[src/rtl/axi4lite_wb_bridge.sv]
// AXI4-Lite slave to Wishbone classic master bridge.
// Handles one transaction at a time and arbitrates fairly between reads and writes.
// A Wishbone access that never terminates is closed with SLVERR once the cycle budget runs out.
module axi4lite_wb_bridge #(
    parameter int C_AXI_DATA_WIDTH = 32,
    parameter int C_AXI_ADDR_WIDTH = 32,
    parameter int TIMEOUT_CYCLES   = 255
) (
    input  logic                            clk_i,
    input  logic                            rst_i,
    // AXI4-Lite write address channel
    output logic                            o_axi_awready,
    input  logic [C_AXI_ADDR_WIDTH-1:0]     i_axi_awaddr,
    input  logic [2:0]                      i_axi_awprot,
    input  logic                            i_axi_awvalid,
    // AXI4-Lite write data channel
    output logic                            o_axi_wready,
    input  logic [C_AXI_DATA_WIDTH-1:0]     i_axi_wdata,
    input  logic [C_AXI_DATA_WIDTH/8-1:0]   i_axi_wstrb,
    input  logic                            i_axi_wvalid,
    // AXI4-Lite write response channel
    output logic [1:0]                      o_axi_bresp,
    output logic                            o_axi_bvalid,
    input  logic                            i_axi_bready,
    // AXI4-Lite read address channel
    output logic                            o_axi_arready,
    input  logic [C_AXI_ADDR_WIDTH-1:0]     i_axi_araddr,
    input  logic [2:0]                      i_axi_arprot,
    input  logic                            i_axi_arvalid,
    // AXI4-Lite read data channel
    output logic [C_AXI_DATA_WIDTH-1:0]     o_axi_rdata,
    output logic [1:0]                      o_axi_rresp,
    output logic                            o_axi_rvalid,
    input  logic                            i_axi_rready,
    // Wishbone classic master
    output logic                            o_wb_cyc,
    output logic                            o_wb_stb,
    output logic                            o_wb_we,
    output logic [C_AXI_ADDR_WIDTH-3:0]     o_wb_adr,
    output logic [C_AXI_DATA_WIDTH-1:0]     o_wb_dat,
    output logic [C_AXI_DATA_WIDTH/8-1:0]   o_wb_sel,
    input  logic                            i_wb_ack,
    input  logic                            i_wb_err,
    input  logic [C_AXI_DATA_WIDTH-1:0]     i_wb_dat
);

    localparam int DW = C_AXI_DATA_WIDTH;
    localparam int AW = C_AXI_ADDR_WIDTH;
    localparam int SW = C_AXI_DATA_WIDTH / 8;

    localparam logic [1:0]    RESP_OKAY   = 2'b00;
    localparam logic [1:0]    RESP_SLVERR = 2'b10;
    localparam logic          PRIO_WRITE  = 1'b0;
    localparam logic          PRIO_READ   = 1'b1;
    localparam logic [15:0]   CNT_LAST    = 16'(TIMEOUT_CYCLES - 1);
    localparam logic [DW-1:0] DATA_ZERO   = {DW{1'b0}};
    localparam logic [SW-1:0] SEL_ALL     = {SW{1'b1}};
    localparam logic [SW-1:0] SEL_NONE    = {SW{1'b0}};
    localparam logic [AW-3:0] ADR_ZERO    = {(AW-2){1'b0}};

    typedef enum logic [2:0] {
        ST_IDLE  = 3'd0,
        ST_WB_WR = 3'd1,
        ST_WB_RD = 3'd2,
        ST_BRESP = 3'd3,
        ST_RRESP = 3'd4
    } state_t;

    state_t          state_r;
    state_t          state_nxt_s;

    // Keeps the ready outputs low while reset is applied and for the first cycle after it
    logic            ready_en_r;
    logic            aw_have_r;
    logic            w_have_r;
    logic [AW-3:0]   aw_adr_r;
    logic [DW-1:0]   w_data_r;
    logic [SW-1:0]   w_strb_r;
    logic            prio_r;
    logic [15:0]     cnt_r;
    logic [AW-3:0]   wb_adr_r;
    logic [DW-1:0]   wb_dat_r;
    logic [SW-1:0]   wb_sel_r;
    logic [1:0]      resp_r;
    logic [DW-1:0]   rdata_r;

    logic            in_wb_s;
    logic            wr_rdy_s;
    logic            ar_grant_s;
    logic            wr_grant_s;
    logic            timeout_s;
    logic            wb_done_s;

    logic            awready_s;
    logic            wready_s;
    logic            arready_s;
    logic            bvalid_s;
    logic            rvalid_s;
    logic [1:0]      bresp_s;
    logic [1:0]      rresp_s;
    logic            wb_cyc_s;
    logic            wb_we_s;

    // Protection bits and the byte offset within a word have no Wishbone counterpart
    logic            unused_s;
    assign unused_s = ^{i_axi_awprot, i_axi_arprot, i_axi_awaddr[1:0], i_axi_araddr[1:0]};

    assign in_wb_s    = (state_r == ST_WB_WR) || (state_r == ST_WB_RD);
    assign wr_rdy_s   = aw_have_r && w_have_r;
    assign ar_grant_s = (state_r == ST_IDLE) && i_axi_arvalid && arready_s;
    assign wr_grant_s = (state_r == ST_IDLE) && wr_rdy_s && !ar_grant_s;
    assign timeout_s  = (cnt_r == CNT_LAST);
    assign wb_done_s  = i_wb_ack || i_wb_err || timeout_s;

    // State register
    always_ff @(posedge clk_i or posedge rst_i) begin
        if (rst_i) begin
            state_r <= ST_IDLE;
        end else begin
            state_r <= state_nxt_s;
        end
    end

    // Next-state logic: grant in IDLE, wait for termination, wait for the AXI response handshake
    always_comb begin
        state_nxt_s = state_r;
        case (state_r)
            ST_IDLE: begin
                if (ar_grant_s) begin
                    state_nxt_s = ST_WB_RD;
                end else if (wr_grant_s) begin
                    state_nxt_s = ST_WB_WR;
                end else begin
                    state_nxt_s = ST_IDLE;
                end
            end
            ST_WB_WR: begin
                if (wb_done_s) begin
                    state_nxt_s = ST_BRESP;
                end else begin
                    state_nxt_s = ST_WB_WR;
                end
            end
            ST_WB_RD: begin
                if (wb_done_s) begin
                    state_nxt_s = ST_RRESP;
                end else begin
                    state_nxt_s = ST_WB_RD;
                end
            end
            ST_BRESP: begin
                if (i_axi_bready) begin
                    state_nxt_s = ST_IDLE;
                end else begin
                    state_nxt_s = ST_BRESP;
                end
            end
            ST_RRESP: begin
                if (i_axi_rready) begin
                    state_nxt_s = ST_IDLE;
                end else begin
                    state_nxt_s = ST_RRESP;
                end
            end
            default: begin
                state_nxt_s = ST_IDLE;
            end
        endcase
    end

    // Output decode from registered state only, so no input-to-output combinational path exists
    always_comb begin
        awready_s = 1'b0;
        wready_s  = 1'b0;
        arready_s = 1'b0;
        bvalid_s  = 1'b0;
        rvalid_s  = 1'b0;
        bresp_s   = RESP_OKAY;
        rresp_s   = RESP_OKAY;
        wb_cyc_s  = 1'b0;
        wb_we_s   = 1'b0;
        case (state_r)
            ST_IDLE: begin
                awready_s = ready_en_r && !aw_have_r;
                wready_s  = ready_en_r && !w_have_r;
                arready_s = ready_en_r && !(wr_rdy_s && (prio_r == PRIO_WRITE));
            end
            ST_WB_WR: begin
                wb_cyc_s = 1'b1;
                wb_we_s  = 1'b1;
            end
            ST_WB_RD: begin
                wb_cyc_s = 1'b1;
            end
            ST_BRESP: begin
                bvalid_s = 1'b1;
                bresp_s  = resp_r;
            end
            ST_RRESP: begin
                rvalid_s = 1'b1;
                rresp_s  = resp_r;
            end
            default: begin
                wb_cyc_s = 1'b0;
            end
        endcase
    end

    assign o_axi_awready = awready_s;
    assign o_axi_wready  = wready_s;
    assign o_axi_arready = arready_s;
    assign o_axi_bvalid  = bvalid_s;
    assign o_axi_bresp   = bresp_s;
    assign o_axi_rvalid  = rvalid_s;
    assign o_axi_rresp   = rresp_s;
    assign o_axi_rdata   = rdata_r;
    assign o_wb_cyc      = wb_cyc_s;
    assign o_wb_stb      = wb_cyc_s;
    assign o_wb_we       = wb_we_s;
    assign o_wb_adr      = wb_adr_r;
    assign o_wb_dat      = wb_dat_r;
    assign o_wb_sel      = wb_sel_r;

    // Enable the ready outputs one cycle after reset release
    always_ff @(posedge clk_i or posedge rst_i) begin
        if (rst_i) begin
            ready_en_r <= 1'b0;
        end else begin
            ready_en_r <= 1'b1;
        end
    end

    // Collect write address and write data independently; both are consumed by a write grant
    always_ff @(posedge clk_i or posedge rst_i) begin
        if (rst_i) begin
            aw_have_r <= 1'b0;
            w_have_r  <= 1'b0;
            aw_adr_r  <= ADR_ZERO;
            w_data_r  <= DATA_ZERO;
            w_strb_r  <= SEL_NONE;
        end else if (wr_grant_s) begin
            aw_have_r <= 1'b0;
            w_have_r  <= 1'b0;
        end else begin
            if (awready_s && i_axi_awvalid) begin
                aw_have_r <= 1'b1;
                aw_adr_r  <= i_axi_awaddr[AW-1:2];
            end
            if (wready_s && i_axi_wvalid) begin
                w_have_r <= 1'b1;
                w_data_r <= i_axi_wdata;
                w_strb_r <= i_axi_wstrb;
            end
        end
    end

    // Alternate priority: whichever side was just served yields the next tie
    always_ff @(posedge clk_i or posedge rst_i) begin
        if (rst_i) begin
            prio_r <= PRIO_WRITE;
        end else if (ar_grant_s) begin
            prio_r <= PRIO_WRITE;
        end else if (wr_grant_s) begin
            prio_r <= PRIO_READ;
        end
    end

    // Load the Wishbone request at grant; it stays stable for the whole access
    always_ff @(posedge clk_i or posedge rst_i) begin
        if (rst_i) begin
            wb_adr_r <= ADR_ZERO;
            wb_dat_r <= DATA_ZERO;
            wb_sel_r <= SEL_NONE;
        end else if (ar_grant_s) begin
            wb_adr_r <= i_axi_araddr[AW-1:2];
            wb_dat_r <= DATA_ZERO;
            wb_sel_r <= SEL_ALL;
        end else if (wr_grant_s) begin
            wb_adr_r <= aw_adr_r;
            wb_dat_r <= w_data_r;
            wb_sel_r <= w_strb_r;
        end
    end

    // Count cycles spent waiting on the Wishbone slave; cleared whenever no access is pending
    always_ff @(posedge clk_i or posedge rst_i) begin
        if (rst_i) begin
            cnt_r <= 16'd0;
        end else if (in_wb_s && !wb_done_s) begin
            cnt_r <= cnt_r + 16'd1;
        end else begin
            cnt_r <= 16'd0;
        end
    end

    // Capture the termination: err beats ack, timeout reports SLVERR with zero data
    always_ff @(posedge clk_i or posedge rst_i) begin
        if (rst_i) begin
            resp_r  <= RESP_OKAY;
            rdata_r <= DATA_ZERO;
        end else if (in_wb_s && wb_done_s) begin
            if (i_wb_err) begin
                resp_r  <= RESP_SLVERR;
                rdata_r <= DATA_ZERO;
            end else if (i_wb_ack) begin
                resp_r  <= RESP_OKAY;
                rdata_r <= (state_r == ST_WB_RD) ? i_wb_dat : DATA_ZERO;
            end else begin
                resp_r  <= RESP_SLVERR;
                rdata_r <= DATA_ZERO;
            end
        end
    end

endmodule
[config.mk]
export PLATFORM = sky130hd
export DESIGN_NAME = axi4lite_wb_bridge
export DESIGN_NICKNAME = d
export VERILOG_FILES = /design/src/rtl/axi4lite_wb_bridge.sv
export SDC_FILE = /design/constraint.sdc
export NUM_CORES = 1
export LEC_CHECK = 0
export CORE_ASPECT_RATIO = 1.5
export CORE_MARGIN = 10
export CORE_UTILIZATION = 30
export DETAILED_ROUTE_END_ITERATION = 16
export PLACE_DENSITY_LB_ADDON = 0.3
export SLEW_MARGIN = 25
export SYNTH_ARGS = -nofsm -noshare
export SYNTH_HDL_FRONTEND = slang
export SYNTH_SLANG_ARGS = --single-unit
[constraint.sdc]
create_clock -name clk_i -period 7.8 [get_ports clk_i]
set_input_delay 1.56 -clock clk_i [delete_from_list [all_inputs] [get_ports clk_i]]
set_output_delay 1.56 -clock clk_i [all_outputs]
set_load 0.005 [all_outputs]
==> flow_summary.json, run 1 <==
{
  "via_per_inst": 4.75,
  "ys.flop_type": "dfrtp_1",
  "grt_start_max_net_pins": 120,
  "cts_tree": "yes",
  "fmax_mhz": 243,
  "yosysSeqAreaShare_pct": 63.8,
  "period_minus_slack_ns": 4.11,
  "cp_data_arrival_time_ns": 2.55,
  "finalSetupTns_ns": 0,
  "powerDensity_nw_per_um2": 360,
  "clk_pin_slew_ns": 0.07,
  "gp_congestion": 0.767,
  "dp_hpwl_um": 15000,
  "wl_per_cell_um": 19.4,
  "nets": 918,
  "start_util_pct": 30.3,
  "syn-cell-area_um2": 7370,
  "endpoint_kind": "output port",
  "core.rowCount": 70,
  "pin_count": 257,
  "fin_crit_sh_pct": 52.7,
  "drtIter0Drc": 266,
  "drive_gt1_share_pct": 14.8,
  "overflow": 0,
  "tightest_slew_ns": 0.966,
  "crit_required_ns": 6.24,
  "outcome": "finished clean",
  "synth-edff-count": 0,
  "die_w_um": 148,
  "crit_path_start_kind": "flip-flop",
  "rsz0062_at_grt": "no",
  "hold_ws_ns": 0.491,
  "synth_area_per_cell_um2": 13.8,
  "crit_path_max_fanout": 9,
  "clk_latency_ns": 0.43,
  "ir_worst_vdd_mv": 0.156,
  "core-area_um2": 24300,
  "yosysUniqueCellTypes": 38,
  "worstSetupPathType": "reg2out",
  "synth_warnings": 0,
  "setup_viol": 0,
  "area_growth_pct": 45.9,
  "syn_inst": 534,
  "diodes": 0,
  "cts_resized": 0,
  "cap_violations": 0,
  "totalWireLength_um": 21400,
  "clock-root-buffer": "clkbuf_16",
  "antenna_found_initial": 0,
  "postCtsSetupRepairBufs": 0,
  "grt_first_pass_wirelength_um": 33500,
  "drc_errors": 0,
  "synth-async-reset-ratio_pct": 100,
  "hold_buffers": 0,
  "hp-class": "reg2reg",
  "die_area_um2": 31400,
  "drt_pass1_iterations": 4,
  "die_h_um": 212,
  "io_buffers": 244,
  "grt_pass1_vias": 5581,
  "leakage_uw": 0.00459,
  "drtAntennaViolNets": 0,
  "cts_buffers": 17,
  "maxSlewViolCount": 0,
  "cts.sinks": 188,
  "skew_ns": 0.00977,
  "final_hold_viol_count": 0,
  "clk_path_buf_depth": 2,
  "yosys_register_bits": 188,
  "grt.total_usage_pct": 13.6,
  "h-tree-depth": 4,
  "slew_headroom_pct": 35.4,
  "vias": 5257
}
==> layout make-up <==
class | count | area, µm²
repair buffers | 250 | 2490
well taps | 324 | 405
clock inverters | 13 | 186
clock buffers | 19 | 443
multi-input cells | 303 | 2490
flip-flops and latches | 188 | 4700
fillers | 2337 | 13600
inverters | 9 | 41.3
==> cell usage in the layout, fill, tap and decap left out, types with 13 or more instances in the layout <==
master and instances:
clkdlybuf4s50_1 244, dfrtp_1 188, mux2_2 66, a22o_1 61, nor2b_1 30, a221o_1 30
nor2_1 29, clkbuf_16 17, xnor2_1 13
==> worst max-delay path, cell delays in order (launching register included) <==
cell and delay, ns:
dfrtp_1 0.48, or4b_2 0.78, nor2_1 0.29, clkdlybuf4s50_1 0.57
==> flip-flops by register name, indices dropped and copies added, names as in the netlist <==
signal / flops
prio_r: 1
o_axi_rdata: 32
o_wb_adr: 30
o_wb_dat: 32
cnt_r: 16
aw_have_r: 1
ready_en_r: 1
state_r: 3
w_have_r: 1
w_data_r: 32
w_strb_r: 4
aw_adr_r: 30
o_wb_sel: 4
resp_r: 1
==> per-layer routing <==
| layer | up-vias | global-route usage, % | routed length [µm] |
|---|---|---|---|
| li1 | 2418 | - | - |
| met1 | 2656 | 15.6 | 8550 |
| met2 | 171 | 22.9 | 11100 |
| met3 | 12 | 4.81 | 1500 |
| met4 | 0 | 4.97 | 276 |
| met5 | - | 0 | 0 |
==> Yosys cell counts, types with 4 or more instances <==
library cell	number	area share, %
clkbuf_1	18	0.92
o22a_1	4	0.48
xnor2_1	13	1.5
a221o_1	30	4.1
buf_2	9	0.61
nor3_1	11	0.75
nor2_1	29	1.5
nand4_1	7	0.59
nand3_1	6	0.41
a21oi_1	5	0.34
mux2_2	66	10
dfrtp_1	188	64
inv_1	9	0.46
a22o_1	61	7.2
nand2_1	10	0.51
nor2b_1	30	2.5
==> final timing paths <==
check	startpoint	to	slack [ns]	cells after the start
min reg2reg	w_data_r[28]$_DFFE_PP0P_	o_wb_dat[28]$_DFFE_PP0P_	0.49	1
max	state_r[2]$_DFF_PP0_	o_axi_wready	3.69	3
min in group asynchronous	rst_i	o_axi_rdata[2]$_DFFE_PP0P_	1.70	2
max reg2reg	state_r[2]$_DFF_PP0_	w_data_r[27]$_DFFE_PP0P_	4.99	4
min	w_data_r[28]$_DFFE_PP0P_	o_wb_dat[28]$_DFFE_PP0P_	0.49	1
max in group asynchronous	rst_i	w_data_r[28]$_DFFE_PP0P_	4.66	3
==> metrics by stage <==
stage	power [µW]	cell area, µm²	util (%)	cells	setup slack [ns]
2_1_floorplan	2270	7380	-	535	1.13
3_3_place_gp	2960	10100	41.6	1074	4.08
3_5_place_dp	2990	10100	41.6	1074	4.08
4_1_cts	3950	10800	44.2	1106	3.66
5_1_grt	4120	10800	44.2	1106	3.57
6_report	3870	10800	44.2	1106	3.69
==> power breakdown <==
group / internal [µW] / total, µW / switching, µW
Combinational: 834 / 1370 / 537
Clock: 548 / 928 / 379
Sequential: 1360 / 1570 / 211
==> kinds of logic (layout without fill, tap and decap cells) <==
family	Yosys count	count (layout)	share of synthesized area, %
AOI/OAI and AO/OA	108	108	13.2
xor gates and xnor gates	15	15	1.78
adders and majority gates	2	2	0.339
buffers and inverters	44	291	2.85
DFF	188	188	63.8
muxes	66	66	10.1
other	2	3	0.102
and+or+nand+nor	109	109	7.82
No activity file was read; power rests on OpenSTA's default activity.
==> run 2: changes to the inputs <==
Clock period 7.8 ns to 4.15 ns, I/O delays scaled along.
==> flow_summary.json, run 2 (synthesis gave the netlist of run 1 again) <==
{
  "dp_hpwl_um": 15300,
  "diodes": 0,
  "area_growth_pct": 46.5,
  "gp_congestion": 0.763,
  "antenna_found_initial": 0,
  "nets": 924,
  "via_per_inst": 4.73,
  "endpoint_kind": "output port",
  "ir_worst_vdd_mv": 0.360,
  "cts_tree": "yes",
  "place_area_um2": 10200,
  "grt_start_max_net_pins": 65,
  "slew_headroom_pct": 35.7,
  "crit_required_ns": 3.32,
  "grt_pass1_vias": 5640,
  "outcome": "finished clean",
  "mostFrequentLayoutCell": "clkdlybuf4s50_1",
  "maxSlewViolCount": 0,
  "totalWireLength_um": 21800,
  "fmax_mhz": 295,
  "clock-root-buffer": "clkbuf_16",
  "cts_buffers": 17,
  "pwr-share-seq_pct": 41.1,
  "multi_input_area_um2": 2490,
  "hp-class": "reg2reg",
  "clk_pin_slew_ns": 0.08,
  "skew_ns": 0.0104,
  "pin_count": 257,
  "core-area_um2": 24300,
  "postCtsSetupRepairBufs": 0,
  "h-tree-depth": 4,
  "die_w_um": 148,
  "grt.total_usage_pct": 14.0,
  "cts_resized": 0,
  "crit_path_start_kind": "flip-flop",
  "switching_share_pct": 30.4,
  "path_buf_inv": 1,
  "powerDensity_nw_per_um2": 664,
  "io_buffers": 244,
  "die_h_um": 212,
  "drtAntennaViolNets": 0,
  "layout_common_cells": "244 x clkdlybuf4s50_1, 188 x dfrtp_1, 66 x mux2_2, 61 x a22o_1",
  "finalSetupTns_ns": 0,
  "power_frac_clock_pct": 22.7,
  "leakage_uw": 0.00461,
  "register_area_um2": 4700,
  "cts.sinks": 188,
  "design_area_um2": 10800,
  "fin_crit_sh_pct": 81.7,
  "drtIter0Drc": 205,
  "crit_path_max_fanout": 9,
  "final_hold_viol_count": 0,
  "wl_per_cell_um": 19.6,
  "worstSetupPathType": "reg2out",
  "start_util_pct": 30.3,
  "slowest_stage": "or4b_2",
  "cpPeakStageDelay_ns": 0.78,
  "clk_path_buf_depth": 2,
  "path_delay_family": "simple AND/OR/NAND/NOR gates",
  "overflow": 0,
  "vias": 5259,
  "drive_gt1_share_pct": 15.6,
  "power.internal_uw": 4990,
  "tightest_slew_ns": 0.961,
  "pwr-share-comb_pct": 36.2,
  "cp_data_arrival_time_ns": 2.56,
  "grt_first_pass_wirelength_um": 34200,
  "core.rowCount": 70,
  "period_minus_slack_ns": 3.39,
  "drt_pass1_iterations": 4,
  "fillers": 2356,
  "hold_buffers": 0,
  "rsz0062_at_grt": "no",
  "worstPathCellList": "or4b_2 -> nor2_1 -> clkdlybuf4s50_1",
  "die_area_um2": 31400,
  "switching_power_uw": 2190,
  "clk_latency_ns": 0.44,
  "setup_viol": 0,
  "cap_violations": 0,
  "drc_errors": 0
}
-- run 2: cell types whose count changed in the layout (fill, tap and decap cells not counted), sizes merged --
cell	before	now
buf	6	12
inv	12	17
bufinv	4	1
clkbuf	19	17
clkinv	5	4
clkinvlp	1	2
-- run 2: worst paths after layout --
path	from	end	slack, ns	depth (start not counted)
max	state_r[2]$_DFF_PP0_	o_axi_awready	0.76	3
min	o_wb_sel[0]$_DFFE_PP0P_	o_wb_sel[0]$_DFFE_PP0P_	0.49	1
max reg2reg	state_r[2]$_DFF_PP0_	w_data_r[26]$_DFFE_PP0P_	1.37	4
min reg2reg	o_wb_sel[0]$_DFFE_PP0P_	o_wb_sel[0]$_DFFE_PP0P_	0.49	1
max in group asynchronous	rst_i	o_wb_dat[20]$_DFFE_PP0P_	2.55	3
min in group asynchronous	rst_i	o_axi_rdata[5]$_DFFE_PP0P_	0.90	2
-- run 2: cell type report --
class / count / area share [%]
Sequential cell: 188 / 43.5
Inverter: 9 / 0.347
Multi-Input combinational cell: 303 / 23.0
Clock inverter: 15 / 1.40
Timing Repair Buffer: 256 / 24.0
Tap cell: 324 / 3.75
Clock buffer: 17 / 3.94
-- run 2: routing by layer --
metal | part of all wire (%) | vias up | global-route usage [%]
met5 | 0 | - | 0
li1 | - | 2419 | -
met1 | 39 | 2663 | 15.4
met4 | 1.3 | 0 | 4.56
met3 | 7.6 | 14 | 5.36
met2 | 52 | 163 | 24.0
-- run 2: power by group through the flow --
stage	combinational (µW)	clock [µW]	sequential, µW
2_1_floorplan	1340	0	2930
3_3_place_gp	2620	0	2960
3_5_place_dp	2660	0	2970
4_1_cts	2670	1690	2950
5_1_grt	2840	1770	3050
6_report	2600	1630	2950
-- run 2: per-stage QoR --
step	power, µW	setup slack (ns)	cells	hold slack (ns)	utilization (%)
floorplan	4270	0.900	535	0.467	-
global placement	5570	1.21	1080	0.471	42.0
detailed placement	5630	1.23	1080	0.480	42.0
CTS	7310	0.737	1112	0.495	44.4
global route	7650	0.642	1112	0.511	44.4
finish	7180	0.760	1112	0.492	44.4
-- run 2: worst reg2reg max path: stages, from the launching register on --
cell,delay [ns]
dfrtp_1,0.47
or4b_2,0.78
nor2_1,0.29
nand2_2,0.61
mux2_2,0.52
==> run 3: changes to the inputs <==
Clock period 4.15 ns to 3.2 ns, I/O delays scaled along.
==> flow_summary.json, run 3 (synthesis gave the netlist of run 1 again) <==
{
  "h-tree-depth": 4,
  "clk_path_buf_depth": 2,
  "antenna_found_initial": 0,
  "maxSlewViolCount": 0,
  "vias": 5296,
  "crit_required_ns": 2.56,
  "pin_count": 257,
  "nets": 922,
  "hold_ws_ns": 0.483,
  "path_buf_inv": 1,
  "hold_buffers": 0,
  "cp_data_arrival_time_ns": 2.46,
  "startpoint": "state_r[2]$_DFF_PP0_",
  "leakage_uw": 0.00458,
  "crit_path_start_kind": "flip-flop",
  "start_util_pct": 30.3,
  "r2r-start": "cnt_r[12]$_DFF_PP0_",
  "hp-class": "reg2reg",
  "diodes": 0,
  "mostFrequentLayoutCell": "clkdlybuf4s50_1",
  "worstPathCellList": "or4b_2 -> nor2_2 -> clkdlybuf4s50_1",
  "register_area_um2": 4700,
  "outcome": "finished clean",
  "grt.total_usage_pct": 13.7,
  "area_growth_pct": 45.8,
  "fillers": 2326,
  "slew_headroom_pct": 38.5,
  "via_per_inst": 4.77,
  "cts_buffers": 17,
  "path_delay_family": "simple AND/OR/NAND/NOR gates",
  "hp-start": "w_data_r[26]$_DFFE_PP0P_",
  "cap_violations": 0,
  "cpPeakStageDelay_ns": 0.79,
  "grt_start_max_net_pins": 95,
  "drc_errors": 0,
  "core.rowCount": 70,
  "powerDensity_nw_per_um2": 859,
  "drtAntennaViolNets": 0,
  "fmax_mhz": 323,
  "totalWireLength_um": 21400,
  "gp_congestion": 0.747,
  "finalSetupTns_ns": 0,
  "worstSetupPathType": "reg2out",
  "postCtsSetupRepairBufs": 0,
  "tightest_slew_ns": 0.923,
  "grt_first_pass_wirelength_um": 33600,
  "fin_crit_sh_pct": 96.9,
  "rsz0062_at_grt": "yes",
  "overflow": 0,
  "clk_pin_slew_ns": 0.08,
  "die_h_um": 212,
  "drtIter0Drc": 257,
  "skew_ns": 0.0117,
  "io_buffers": 244,
  "drt_pass1_iterations": 4,
  "cts_tree": "yes",
  "wl_per_cell_um": 19.3,
  "die_w_um": 148,
  "drive_gt1_share_pct": 15.6,
  "fin_util_pct": 44.1,
  "layout_common_cells": "244 x clkdlybuf4s50_1, 188 x dfrtp_1, 66 x mux2_2, 61 x a22o_1",
  "period_minus_slack_ns": 3.10,
  "core-area_um2": 24300,
  "ir_worst_vdd_mv": 0.475,
  "endpoint_kind": "output port",
  "setup_viol": 0,
  "cts.sinks": 188,
  "slowest_stage": "or4b_2",
  "clk_latency_ns": 0.43,
  "final_hold_viol_count": 0,
  "clock-root-buffer": "clkbuf_16",
  "crit_path_max_fanout": 9,
  "multi_input_area_um2": 2490,
  "grt_pass1_vias": 5677,
  "die_area_um2": 31400,
  "dp_hpwl_um": 15000
}
==> run 3: cell count changes in the layout (fill, tap and decap cells not counted), sizes merged <==
cell and change:
clkinvlp -1, buf -2, bufinv -1, clkinv +3, inv -1
==> run 3: area by class of cell <==
type	count	share of cell area (%)
multi-input cells	303	23.2
clock inverters	15	1.21
inverters	9	0.349
flip-flops and latches	188	43.8
well taps	324	3.77
repair buffers	254	23.8
clock buffers	17	3.96
==> run 3: metal layers <==
layer	up-vias	global-route usage, %	routed length (µm)
li1	2421	-	-
met1	2662	15.9	8540
met2	191	22.7	10800
met3	22	4.79	1610
met4	0	5.14	403
met5	-	0	0
==> run 3: final timing paths <==
path                                                to  cells past startpoint  slack, ns
max                                       o_axi_wready                      3        0.1
min                           o_wb_dat[26]$_DFFE_PP0P_                      1       0.48
max reg2reg                o_axi_rdata[26]$_DFFE_PP0P_                      4       0.80
min reg2reg                   o_wb_dat[26]$_DFFE_PP0P_                      1       0.48
max in group asynchronous     o_wb_dat[21]$_DFFE_PP0P_                      3       1.94
min in group asynchronous  o_axi_rdata[19]$_DFFE_PP0P_                      2       0.49
==> run 3: what timing repair did <==
item                                   CTS  global route
pin swaps                                0             0
gates resized for setup                  0             2
endpoints found under the hold margin    0             0
setup endpoints to repair                2             2
==> run 3: where the power goes <==
group | total [µW] | leakage (µW) | switching, µW | internal, µW
Combinational | 3360 | 0.00191 | 1310 | 2050
Sequential | 3830 | 0.00239 | 511 | 3320
Clock | 2040 | 0.000280 | 1010 | 1030
Total | 9230 | 0.00458 | 2830 | 6400
==> run 3: worst reg2reg max path: cells and delay by family (launching register included) <==
family	cells	cell delay [ns]
AND/OR/NAND/NOR	2	1.09
AO/OA/AOI/OAI	2	0.78
flip-flops	1	0.42
==> run 3: through the flow <==
stage,instances,power (µW),worst slack (ns),cell area [µm²]
2_1_floorplan,535,5530,0.140,7380
3_3_place_gp,1078,7230,0.448,10200
3_5_place_dp,1078,7300,0.464,10200
4_1_cts,1110,9400,-0.00977,10700
5_1_grt,1110,9840,-0.00566,10700
6_report,1110,9230,0.0993,10700
